[src/rtl/tsp16_pkg.sv]
// Shared types for the tsp16 datapath. Decode and writeback both use the
// word and register-index types, and the register file takes its default
// geometry from here.
package tsp16_pkg;

  localparam int TSP_DATA_W   = 16;
  localparam int TSP_NUM_REGS = 8;

  typedef logic [TSP_DATA_W-1:0]            word_t;
  typedef logic [$clog2(TSP_NUM_REGS)-1:0]  reg_idx_t;

endpackage

[src/rtl/scoreboard_regfile_if.sv]
// Bus between issue/decode, writeback and the scoreboarded register file.
//   master : pipeline side (drives write, issue and read addresses)
//   slave  : register file side (returns read data, ready, conflict, count)
// Read port k uses read_reg_num[k*AW +: AW] and read_data[k*DATA_W +: DATA_W].
interface scoreboard_regfile_if
  import tsp16_pkg::*;
#(
  parameter int DATA_W   = TSP_DATA_W,
  parameter int NUM_REGS = TSP_NUM_REGS,
  parameter int NUM_READ = 2
);

  localparam int AW = $clog2(NUM_REGS);

  logic                       write;
  logic [AW-1:0]              write_reg_num;
  logic [DATA_W-1:0]          write_data;
  logic                       issue;
  logic [AW-1:0]              issue_reg_num;
  logic [NUM_READ*AW-1:0]     read_reg_num;
  logic [NUM_READ*DATA_W-1:0] read_data;
  logic [NUM_READ-1:0]        read_ready;
  logic                       issue_conflict;
  logic [AW:0]                pending_count;

  modport master (
    output write, write_reg_num, write_data, issue, issue_reg_num, read_reg_num,
    input  read_data, read_ready, issue_conflict, pending_count
  );

  modport slave (
    input  write, write_reg_num, write_data, issue, issue_reg_num, read_reg_num,
    output read_data, read_ready, issue_conflict, pending_count
  );

endinterface

[src/rtl/scoreboard_regfile_reg_scoreboard.sv]
// Per-register pending scoreboard.
//   clk, rst       : clock, async active-high reset
//   set_vec        : one-hot issue decode (zero register already masked)
//   clr_vec        : one-hot writeback decode (zero register already masked)
//   pending        : pending bit per register
//   issue_conflict : issue lands on a register that is already pending
//   pending_count  : registered population count of pending
module reg_scoreboard
  import tsp16_pkg::*;
#(
  parameter int NUM_REGS = TSP_NUM_REGS
) (
  input  logic                      clk,
  input  logic                      rst,
  input  logic [NUM_REGS-1:0]       set_vec,
  input  logic [NUM_REGS-1:0]       clr_vec,
  output logic [NUM_REGS-1:0]       pending,
  output logic                      issue_conflict,
  output logic [$clog2(NUM_REGS):0] pending_count
);

  localparam int CW = $clog2(NUM_REGS) + 1;

  logic [NUM_REGS-1:0] pend_nxt;
  logic [CW-1:0]       cnt_nxt;

  // Set after clear: an issue in the same cycle as writeback to the same
  // register means a newer producer is in flight, so the bit stays up.
  always_comb begin
    pend_nxt = (pending & ~clr_vec) | set_vec;
    cnt_nxt  = '0;
    for (int i = 0; i < NUM_REGS; i++) begin
      cnt_nxt = cnt_nxt + CW'(pend_nxt[i]);
    end
  end

  always_ff @(posedge clk or posedge rst) begin
    if (rst) begin
      pending       <= '0;
      pending_count <= '0;
    end else begin
      pending       <= pend_nxt;
      pending_count <= cnt_nxt;
    end
  end

  assign issue_conflict = |(set_vec & pending);

endmodule

[src/rtl/scoreboard_regfile.sv]
// Parametrised register file with async-cleared contents, optional hardwired
// zero register, same-cycle write-to-read bypass and a pending scoreboard.
//   clk, rst : clock, async active-high reset
//   bus      : slave side of scoreboard_regfile_if (write, issue, read ports,
//              read_ready, issue_conflict, pending_count)
module scoreboard_regfile
  import tsp16_pkg::*;
#(
  parameter int DATA_W   = TSP_DATA_W,
  parameter int NUM_REGS = TSP_NUM_REGS,
  parameter int NUM_READ = 2,
  parameter int ZERO_REG = 1,
  parameter int BYPASS   = 1
) (
  input  logic                 clk,
  input  logic                 rst,
  scoreboard_regfile_if.slave  bus
);

  localparam int AW = $clog2(NUM_REGS);

  logic [DATA_W-1:0]   regs [NUM_REGS];
  logic [NUM_REGS-1:0] wr_sel;
  logic [NUM_REGS-1:0] is_sel;
  logic [NUM_REGS-1:0] pending;

  // One-hot decode of write and issue destinations; register 0 is masked
  // out here so neither the data array nor the scoreboard ever touches it.
  always_comb begin
    wr_sel = '0;
    is_sel = '0;
    if (bus.write) wr_sel[bus.write_reg_num] = 1'b1;
    if (bus.issue) is_sel[bus.issue_reg_num] = 1'b1;
    if (ZERO_REG != 0) begin
      wr_sel[0] = 1'b0;
      is_sel[0] = 1'b0;
    end
  end

  always_ff @(posedge clk or posedge rst) begin
    if (rst) begin
      for (int i = 0; i < NUM_REGS; i++) regs[i] <= '0;
    end else begin
      for (int i = 0; i < NUM_REGS; i++) begin
        if (wr_sel[i]) regs[i] <= bus.write_data;
      end
    end
  end

  reg_scoreboard #(
    .NUM_REGS (NUM_REGS)
  ) u_scoreboard (
    .clk            (clk),
    .rst            (rst),
    .set_vec        (is_sel),
    .clr_vec        (wr_sel),
    .pending        (pending),
    .issue_conflict (bus.issue_conflict),
    .pending_count  (bus.pending_count)
  );

  for (genvar k = 0; k < NUM_READ; k++) begin : g_rd
    logic [AW-1:0] ra;
    logic          is_zero;
    logic          hit;

    assign ra      = bus.read_reg_num[k*AW +: AW];
    assign is_zero = (ZERO_REG != 0) && (ra == '0);
    // Bypass is suppressed during reset so readers see the cleared state.
    assign hit     = (BYPASS != 0) && !rst && bus.write &&
                     (bus.write_reg_num == ra) && !is_zero;

    assign bus.read_data[k*DATA_W +: DATA_W] = is_zero ? '0 :
                                               hit     ? bus.write_data : regs[ra];
    assign bus.read_ready[k] = is_zero | hit | ~pending[ra];
  end

endmodule
[src/flat_wrapper.sv]
// flat-port wrapper written by rule: the top's interface ports become plain ports
module scoreboard_regfile_flat import tsp16_pkg::*;
#(
  parameter int DATA_W   = TSP_DATA_W,
  parameter int NUM_REGS = TSP_NUM_REGS,
  parameter int NUM_READ = 2,
  parameter int ZERO_REG = 1,
  parameter int BYPASS   = 1
)
  (clk, rst, bus_write, bus_write_reg_num, bus_write_data, bus_issue, bus_issue_reg_num, bus_read_reg_num, bus_read_data, bus_read_ready, bus_issue_conflict, bus_pending_count);
  scoreboard_regfile_if #(.DATA_W(DATA_W), .NUM_REGS(NUM_REGS), .NUM_READ(NUM_READ)) bus_i ();
  input  logic clk;
  input  logic rst;
  input wire logic [$bits(bus_i.write)-1:0] bus_write;
  input wire logic [$bits(bus_i.write_reg_num)-1:0] bus_write_reg_num;
  input wire logic [$bits(bus_i.write_data)-1:0] bus_write_data;
  input wire logic [$bits(bus_i.issue)-1:0] bus_issue;
  input wire logic [$bits(bus_i.issue_reg_num)-1:0] bus_issue_reg_num;
  input wire logic [$bits(bus_i.read_reg_num)-1:0] bus_read_reg_num;
  output wire logic [$bits(bus_i.read_data)-1:0] bus_read_data;
  output wire logic [$bits(bus_i.read_ready)-1:0] bus_read_ready;
  output wire logic [$bits(bus_i.issue_conflict)-1:0] bus_issue_conflict;
  output wire logic [$bits(bus_i.pending_count)-1:0] bus_pending_count;
  assign bus_i.write = bus_write;
  assign bus_i.write_reg_num = bus_write_reg_num;
  assign bus_i.write_data = bus_write_data;
  assign bus_i.issue = bus_issue;
  assign bus_i.issue_reg_num = bus_issue_reg_num;
  assign bus_i.read_reg_num = bus_read_reg_num;
  assign bus_read_data = bus_i.read_data;
  assign bus_read_ready = bus_i.read_ready;
  assign bus_issue_conflict = bus_i.issue_conflict;
  assign bus_pending_count = bus_i.pending_count;
  scoreboard_regfile #(.DATA_W(DATA_W), .NUM_REGS(NUM_REGS), .NUM_READ(NUM_READ), .ZERO_REG(ZERO_REG), .BYPASS(BYPASS)) u_core (.clk(clk), .rst(rst), .bus(bus_i));
endmodule
[config.mk]
export PLATFORM = sky130hd
export DESIGN_NAME = scoreboard_regfile_flat
export DESIGN_NICKNAME = d
export VERILOG_FILES = /design/src/rtl/tsp16_pkg.sv /design/src/rtl/scoreboard_regfile_if.sv /design/src/rtl/scoreboard_regfile_reg_scoreboard.sv /design/src/rtl/scoreboard_regfile.sv /design/src/flat_wrapper.sv
export SDC_FILE = /design/constraint.sdc
export NUM_CORES = 1
export LEC_CHECK = 0
export ABC_AREA = 1
export CAP_MARGIN = 20
export CORE_MARGIN = 1
export CORE_UTILIZATION = 36
export DETAILED_ROUTE_END_ITERATION = 10
export PLACE_DENSITY = 0.61
export SKIP_CTS_REPAIR_TIMING = 1
export SYNTH_ARGS = -nofsm -noshare
export SYNTH_HDL_FRONTEND = slang
export SYNTH_HIERARCHICAL = 1
export SYNTH_SLANG_ARGS = --single-unit
[constraint.sdc]
create_clock -name clk -period 3 [get_ports clk]
set_input_delay 0.3 -clock clk [delete_from_list [all_inputs] [get_ports clk]]
set_output_delay 0.3 -clock clk [all_outputs]
set_load 0.01 [all_outputs]
==> summary.md <==
| Metric | Value |
|---|---|
| Worst-Skew Late Latency | `430 ps` |
| ANT nets after route | `0` |
| Data required, critical path | `2700 ps` |
| Via count | `8251` |
| Pins Over Slew Limit | `0` |
| Yosys warnings | `6` |
| Period minus WS final | `2890 ps` |
| Placement Setup Slack | `-502 ps` |
| Global-route wire length before repair | `42900 µm` |
| Final Skew | `3.40 ps` |
| Die W | `151 µm` |
| Largest net degree at the start of global routing | `98` |
| Placed Instances | `1588` |
| Peak VDD IR | `0.330 mV` |
| Placer Congestion | `0.834` |
| Dpl hpwl | `17100 µm` |
| Synth top area share | `38.8%` |
| CTS H-Tree Depth | `4` |
| CTS tree | `done` |
| Initial antenna violation count | `0` |
| Crit path DAT | `2590 ps` |
| Slew headroom | `55.2%` |
| Vias/cell | `5.09` |
| CTS buffer count | `17` |
| Yosys reg bits | `124` |
| CP endpoint kind | `primary output` |
| DRT Wirelength | `27200 µm` |
| Drc violations | `0` |
| Post-route setup slack | `109 ps` |
| MaxCap Viol Count | `0` |
| Row Count | `54` |
| ANT cells | `0` |
| Min Hold Slack | `330 ps` |
| Vias in the first global route | `7555` |
| CP Cell Sequence | `clkdlybuf4s50_1 > buf_4 > nor3_1 > inv_2 > nand2_2 > buf_4 > o21ai_1 > clkdlybuf4s50_1` |
| DRT Pass-1 Iters | `5` |
| Post-Synthesis Cells | `1250` |
| Worst-Margin Slew | `671 ps` |
| Placed cell areas | `0.00916 mm²` |
| Synth Flop Type | `dfrtp_1` |
| Initial drt markers | `833` |
| IO Pins | `71` |
| Crit share post-route | `96.4%` |
| Worst-path clk slew | `60 ps` |
| CP bufs+invs | `5` |
| DR WL/cell | `16.8 µm` |
| Die Area | `0.0228 mm²` |
| Finish-stage setup viols | `0` |
| Hold Fails Final Rpt | `0` |
| Status | `complete, no violations` |
| Root Driver | `clkbuf_16` |
| Core Area | `0.0218 mm²` |
| Highest Clock Rate | `0.346 GHz` |
| Critical Setup Path Class | `input pin to primary output` |
| Global route overflow | `0` |
| Synth cell types | `31` |
| Final std cell area, no fill | `0.00980 mm²` |
| Register area share after synthesis | `38.8%` |
| Total global-route track usage | `25.3%` |
| Async SR Flop Fraction | `100%` |
| Netlist Area Pre-Place | `0.00800 mm²` |
| IO Port Bufs | `70` |
| Leading area contributor after synthesis | `dfrtp_1` |
| Largest cells by area after synthesis | `dfrtp_1, nand2_1, nand3_1, o21ai_1, inv_1` |
| Area delta synth->final | `22.6%` |
| Initial core utilization | `36.6%` |
| Worst Hold Class | `input pin to asynchronous set/reset pin` |
| Slowest-stage cell, CP | `clkdlybuf4s50_1` |
| Non-filler cells, final | `1622` |
| Layout cell share with drive strength beyond 1 | `10.1%` |
| Worst Path Max Fanout | `7` |
| Critical Path Start Type | `input pin` |
| Unrepaired setup endpoints after global routing | `no` |
| Post-synth top cells | `nand2_1, dfrtp_1, nand3_1` |
| Pleak | `5.13 nW` |
| Final Power | `5.95 mW` |
| Power Density | `607 mW/mm²` |
| Post-Syn Area per Cell | `6.40 µm²` |
| Die Y | `151 µm` |
| Number of flops mapped to enable cells by yosys | `0` |
| Top cell family by delay on the critical path | `buffers and inverters` |
| CTS Sinks | `124` |
| Total Nets Final | `1370` |
| CP max stage delay | `700 ps` |
| Longest Clk Path Bufs | `2` |
| Count leader, synth | `nand2_1` |
## path summary, 6_finish.rpt
check,startpoint,endpoint,slack (ps),cells past startpoint
max in group asynchronous,rst,u_core/regs[57],1800,3
min in group clk,u_core/regs[59],u_core/regs[59],520,2
min reg2reg,u_core/regs[59],u_core/regs[59],520,2
max reg2reg,u_core/u_scoreboard/pending[2],u_core/u_scoreboard/pending_count[1],490,8
max,bus_read_reg_num[1],bus_read_data[0],110,8
min,rst,u_core/u_scoreboard/pending_count[0],330,2
## kinds of logic (layout without fill, tap and decap cells)
family	count (synthesis)	in the layout	synth area share (%)
simple gates	805	805	41.3
buf+inv	174	264	9.34
compound gates	138	138	8.93
flops	124	124	38.8
fa+ha+maj	7	7	1.47
other cells	1	3	0.0469
xor+xnor	1	1	0.110
## power by group
| part | leakage (nW) | switching, mW | total [mW] | internal (mW) |
|---|---|---|---|---|
| logic | 3.31 | 0.928 | 1.62 | 0.696 |
| registers | 1.52 | 0.250 | 2.27 | 2.02 |
| clock network | 0.291 | 0.741 | 2.06 | 1.32 |
| total | 5.13 | 1.92 | 5.95 | 4.03 |
## worst reg2reg max path: stages (launching register included)
cell and delay [ps]:
dfrtp_1 420, inv_1 80, o21bai_2 80, fa_1 560, fa_1 430, fa_2 350
inv_1 70, fa_1 400, inv_1 60
## through the flow
step           TNS, ps  util [%]
2_1_floorplan        0         -
3_3_place_gp      -965      42.0
3_5_place_dp     -1120      42.0
4_1_cts          -51.6      44.7
5_1_grt              0      44.9
6_report             0      44.9
## cell usage in the layout, fill, tap and decap left out, drive strengths merged
cell type	count
a21oi	21
buf	64
bufinv	2
clkbuf	23
clkdlybuf4s50	68
clkinv	4
clkinvlp	2
conb	3
dfrtp	124
fa	4
ha	3
inv	101
nand2	640
nand3	108
nand4	18
nor2	35
nor3	3
o21ai	109
o21bai	8
or2	1
xnor2	1
## flip-flops by register name, summed over array words and instances, names as in the netlist
name                               count
u_core/regs                          112
u_core/u_scoreboard/pending_count      4
u_core/u_scoreboard/pending            8
## layout make-up
type | count | area [µm²]
Timing Repair Buffer | 132 | 1190
Tap cell | 280 | 350
Clock inverter | 7 | 87.6
Fill cell | 2249 | 12000
Clock buffer | 23 | 498
Inverter | 102 | 389
Sequential cell | 124 | 3100
Multi-Input combinational cell | 954 | 4180
## per-layer routing
layer	vias up	part of all wire, %	GRT usage, %
li1	4064	-	-
met1	3807	46	36.2
met2	337	44	38.3
met3	43	7.1	3.55
met4	0	2.4	10.1
met5	-	0	0
Power figures use the tool's default switching activity.
